File: src/rtl/period_meter_pkg.sv
// Shared types and defaults for the period meter.
// Optional build macro: PERIOD_METER_DEGLITCH_EN (adds a 3-sample glitch filter).
package period_meter_pkg;

   localparam int unsigned DEF_CNT_W       = 16;
   localparam int unsigned DEF_SYNC_STAGES = 2;

   typedef enum logic [1:0] {
      StIdle = 2'd0,
      StArm  = 2'd1,
      StMeas = 2'd2
   } state_e;

   // All-ones value for a counter of the given width (width below 64).
   function automatic logic [63:0] cnt_max(input int unsigned w);
      return (64'd1 << w) - 64'd1;
   endfunction

endpackage

File: src/rtl/sync_edge_det.sv
// Synchronizer, optional glitch filter and history flop producing a one-cycle rise pulse.
// Optional build macro: PERIOD_METER_DEGLITCH_EN.
module sync_edge_det
   import period_meter_pkg::*;
#(
   parameter int unsigned SYNC_STAGES = DEF_SYNC_STAGES
) (
   input  logic clk,
   input  logic rst,
   input  logic sig_in,
   output logic rise
);

   logic [SYNC_STAGES-1:0] sync_q, sync_d;
   logic                   hist_q, hist_d;
   logic                   sync_out;

   assign sync_out = sync_q[SYNC_STAGES-1];

`ifdef PERIOD_METER_DEGLITCH_EN
   logic [1:0] dg_q, dg_d;
   logic       all_hi, all_lo;

   // Shift the synchronizer and filter; hist holds the filtered level and only
   // moves once three consecutive samples agree.
   always_comb begin
      sync_d = {sync_q[SYNC_STAGES-2:0], sig_in};
      dg_d   = {dg_q[0], sync_out};
      all_hi = sync_out & dg_q[0] & dg_q[1];
      all_lo = ~(sync_out | dg_q[0] | dg_q[1]);
      hist_d = hist_q;
      if (all_hi) begin
         hist_d = 1'b1;
      end else if (all_lo) begin
         hist_d = 1'b0;
      end
      rise = all_hi & ~hist_q;
   end

   // Synchronizer, filter and history state.
   always_ff @(posedge clk) begin
      if (rst) begin
         sync_q <= '0;
         dg_q   <= '0;
         hist_q <= 1'b0;
      end else begin
         sync_q <= sync_d;
         dg_q   <= dg_d;
         hist_q <= hist_d;
      end
   end
`else
   // Shift the synchronizer; edge detect directly on the synchronized level.
   always_comb begin
      sync_d = {sync_q[SYNC_STAGES-2:0], sig_in};
      hist_d = sync_out;
      rise   = sync_out & ~hist_q;
   end

   // Synchronizer and history state.
   always_ff @(posedge clk) begin
      if (rst) begin
         sync_q <= '0;
         hist_q <= 1'b0;
      end else begin
         sync_q <= sync_d;
         hist_q <= hist_d;
      end
   end
`endif

endmodule

File: src/rtl/period_meter.sv
// Measures the period of an asynchronous square wave in clk cycles and hands each
// result to a valid/ready consumer. Optional build macro: PERIOD_METER_DEGLITCH_EN.
module period_meter
   import period_meter_pkg::*;
#(
   parameter int unsigned CNT_W       = DEF_CNT_W,
   parameter int unsigned SYNC_STAGES = DEF_SYNC_STAGES
) (
   input  logic             clk,
   input  logic             rst,
   input  logic             en,
   input  logic             sig_in,
   output logic             per_valid,
   input  logic             per_ready,
   output logic [CNT_W-1:0] per_data,
   output logic             per_ovf,
   output logic             dropped
);

   localparam logic [CNT_W-1:0] CntMax = CNT_W'(cnt_max(CNT_W));

   state_e           state_q, state_d;
   logic [CNT_W-1:0] cnt_q, cnt_d;
   logic             sat_q, sat_d;
   logic             valid_q, valid_d;
   logic [CNT_W-1:0] data_q, data_d;
   logic             ovf_q, ovf_d;
   logic             dropped_q, dropped_d;
   logic             rise;
   logic             capture;
   logic             accept;

   sync_edge_det #(
      .SYNC_STAGES(SYNC_STAGES)
   ) u_sync_edge_det (
      .clk   (clk),
      .rst   (rst),
      .sig_in(sig_in),
      .rise  (rise)
   );

   // FSM and saturating period counter; the first edge only arms the measurement.
   always_comb begin
      state_d = state_q;
      cnt_d   = cnt_q;
      capture = 1'b0;
      unique case (state_q)
         StIdle: begin
            cnt_d = '0;
            if (en) begin
               state_d = StArm;
            end
         end
         StArm: begin
            if (rise) begin
               cnt_d   = CNT_W'(1);
               state_d = StMeas;
            end
         end
         StMeas: begin
            if (rise) begin
               capture = 1'b1;
               cnt_d   = CNT_W'(1);
            end else if (cnt_q != CntMax) begin
               cnt_d = cnt_q + CNT_W'(1);
            end
         end
         default: begin
            state_d = StIdle;
            cnt_d   = '0;
         end
      endcase
      // Disabling discards any partial count.
      if (!en) begin
         state_d = StIdle;
         cnt_d   = '0;
         capture = 1'b0;
      end
      sat_d = (cnt_d == CntMax);
   end

   assign accept = valid_q & per_ready;

   // Single-entry result register: load if empty or being drained this cycle,
   // otherwise drop the new result and flag it.
   always_comb begin
      valid_d   = valid_q;
      data_d    = data_q;
      ovf_d     = ovf_q;
      dropped_d = dropped_q;
      if (capture) begin
         if (!valid_q || per_ready) begin
            valid_d = 1'b1;
            data_d  = sat_q ? CntMax : cnt_q;
            ovf_d   = sat_q;
         end else begin
            dropped_d = 1'b1;
         end
      end else if (accept) begin
         valid_d = 1'b0;
      end
      if (!en) begin
         valid_d   = 1'b0;
         data_d    = '0;
         ovf_d     = 1'b0;
         dropped_d = 1'b0;
      end
   end

   // State registers.
   always_ff @(posedge clk) begin
      if (rst) begin
         state_q   <= StIdle;
         cnt_q     <= '0;
         sat_q     <= 1'b0;
         valid_q   <= 1'b0;
         data_q    <= '0;
         ovf_q     <= 1'b0;
         dropped_q <= 1'b0;
      end else begin
         state_q   <= state_d;
         cnt_q     <= cnt_d;
         sat_q     <= sat_d;
         valid_q   <= valid_d;
         data_q    <= data_d;
         ovf_q     <= ovf_d;
         dropped_q <= dropped_d;
      end
   end

   assign per_valid = valid_q;
   assign per_data  = data_q;
   assign per_ovf   = ovf_q;
   assign dropped   = dropped_q;

endmodule

File: config.mk
export PLATFORM = sky130hd
export DESIGN_NAME = period_meter
export DESIGN_NICKNAME = d
export VERILOG_FILES = /design/src/rtl/period_meter_pkg.sv /design/src/rtl/sync_edge_det.sv /design/src/rtl/period_meter.sv
export SDC_FILE = /design/constraint.sdc
export NUM_CORES = 1
export LEC_CHECK = 0
export CAP_MARGIN = 10
export CELL_PAD_IN_SITES_DETAIL_PLACEMENT = 2
export CELL_PAD_IN_SITES_GLOBAL_PLACEMENT = 2
export CORE_ASPECT_RATIO = 2
export CORE_MARGIN = 2
export CORE_UTILIZATION = 35
export CTS_BUF_LIST = sky130_fd_sc_hd__clkbuf_8
export CTS_CLUSTER_DIAMETER = 40
export CTS_CLUSTER_SIZE = 20
export DETAILED_ROUTE_END_ITERATION = 7
export DONT_BUFFER_PORTS = 1
export PLACE_DENSITY = 0.82
export SKIP_CTS_REPAIR_TIMING = 1
export SYNTH_ARGS = -nofsm -noshare
export SYNTH_HDL_FRONTEND = slang
export SYNTH_SLANG_ARGS = --single-unit
File: constraint.sdc
create_clock -name clk -period 2.35 [get_ports clk]
set_input_delay 0.3525 -clock clk [delete_from_list [all_inputs] [get_ports clk]]
set_output_delay 0.3525 -clock clk [all_outputs]
set_load 0.01 [all_outputs]
==> metrics.cfg <==
[run_status]
status=completed

[clock_network]
clock_sinks=41
max-clock-path-buffers=2
cts_buffers=5
clkTransAtPathRegs_ps=80
worst_skew_pair.late_latency_ps=300
htree_levels=2
cts_root_buffer=clkbuf_8
tritoncts=done

[setup_path]
cpMaxStageDelayCell=or4_4
worstPathMaxFanout=3
startpoint_type=flip-flop
cp-end-kind=flip-flop
crit_arrival_ps=2550
rrSetupSlack_ps=50
path_class=reg2reg
crit_family=simple AND/OR/NAND/NOR gates
path_cells=ha_2 -> nand4_1 -> or4_4 -> a311oi_2 -> o311ai_1 -> nor4_1 -> and4_1
crit_required_ps=2600
slowest_delay_ps=480
crit_buf_inv=0

[synth]
ys_seq_elements=41
yosysMostFrequentCell=nor2_1
synth_cell_types=48
ys.flop_type=dfxtp_1
async_reset_ff_frac=0
avgSynthCellArea_um2=7.99
netlist_area_um2=2130
ys_seq_area_frac=0.385
yosysTopAreaCellShare=0.385
synth_edf_count=0
synth_area_leaders=dfxtp_1, nor2_1, a211oi_1
syn_nets=276
ys_warn_count=0
yosysTopAreaCell=dfxtp_1
syn_inst=267
synth_common_cells=nor2_1, dfxtp_1, a211oi_1

[placed_design]
gp_congestion=1.01
post-dp-hpwl_um=6400
portBuffers=0

[pwr]
power_leakage_nw=0.860
p_per_area_nw_per_um2=475
peakVddDrop_v=0.000192
p_total_mw=1.20

[sta]
period_share=0.978
final_max_slew_viol_count=0
hold_violations=0
fin_skew_ps=3.87
period_needed_ps=2300
tightest_slew_ps=807
max_clock_freq_ghz=0.435
setup_tns_ps=0
slew_headroom=0.462
setup_violations=0

[drt]
drc=0
num_vias=2251
postRouteWirelength_um=8520
viasPerCell=6.43
ant_nets=0
wl_per_cell_um=24.3
drt-pass1-iter-count=4
drt_iter0_markers=91

[layout]
syn_to_final_growth_pct=18.9
insertedDiodeCount=0
nNetsFinal=295
drive_above_1_share=0.195

[floorplanning]
core_area_um2=5960
core.rowCount=40
initial_core_util=0.358
pin_count=24
die_area_um2=6770
die_w_um=59.2
die_height_um=114

[global_route]
grt_pass1_wl_um=13300
grt_pass1_vias=2381
grt_max_degree=34
overflow=0
track_usage=0.272
antenna_found_initial=0

[min_path]
hold_path.class=in2reg

[job]
cap_violations=0

[layout by cell type, fill, tap and decap left out, drive strengths merged, types with 5 or more instances in the layout]
cell type / n
nand4: 8
dfxtp: 41
nor2b: 6
and4: 6
o21ai: 5
nand2: 12
a21oi: 7
nor4: 7
clkbuf: 5
nor2: 59
buf: 35
a211oi: 19
nor3: 5
nand3: 14
[path summary, 6_finish.rpt]
| kind | from | to | depth (start not counted) |
|---|---|---|---|
| min | rst | cnt_q[12] | 1 |
| max | cnt_q[1] | sat_q | 7 |
| min reg2reg | u_sync_edge_det.sync_q[0] | u_sync_edge_det.sync_q[1] | 1 |
| max reg2reg | cnt_q[1] | sat_q | 7 |
[sequential cells by signal, indices dropped and copies added, names as in the netlist]
register	count
state_q	2
cnt_q	16
u_sync_edge_det.sync_q	2
per_data	16
per_ovf	1
per_valid	1
u_sync_edge_det.hist_q	1
dropped	1
sat_q	1
[routing by layer]
layer,vias up,share of wire,GRT usage
met5,-,0,0
met4,0,0.077,0.212
met3,41,0.032,0.0486
met2,80,0.54,0.464
met1,1112,0.35,0.278
li1,1018,-,-
[kinds of logic after synthesis]
family          synth area share
buf+inv                   0.0504
mux                       0.0188
flops                      0.385
fa+ha+maj                 0.0235
simple gates               0.331
compound gates             0.191
[final cells by class]
class                      count  area (um^2)
sequential                    41          826
clock buffer                   5         68.8
tap                           63         78.8
fill                         684         3420
timing repair buffer          35          275
clock inverter                 3         13.8
inverter                       3         11.3
multi-input combinational    200         1260
[power breakdown]
group,switching [mW],internal (mW),leakage (nW)
sequential,0.00219,0.696,0.332
clock,0.250,0.202,0.0491
combinational,0.0385,0.0157,0.478
total,0.291,0.913,0.860
[through the flow]
| step | hold WS (ps) | cells | cell area, um^2 | utilization | worst slack [ps] |
|---|---|---|---|---|---|
| final | 105 | 350 | 2540 | 0.426 | 52.5 |
| after floorplan | 414 | 267 | 2130 | - | 163 |
| after detailed placement | 428 | 341 | 2390 | 0.401 | 10.9 |
| after global routing | 108 | 350 | 2540 | 0.426 | -3.23 |
| after global placement | 424 | 341 | 2390 | 0.401 | 16.6 |
| after CTS | 107 | 349 | 2470 | 0.414 | -61.3 |
(Power assumes the default switching activity.)
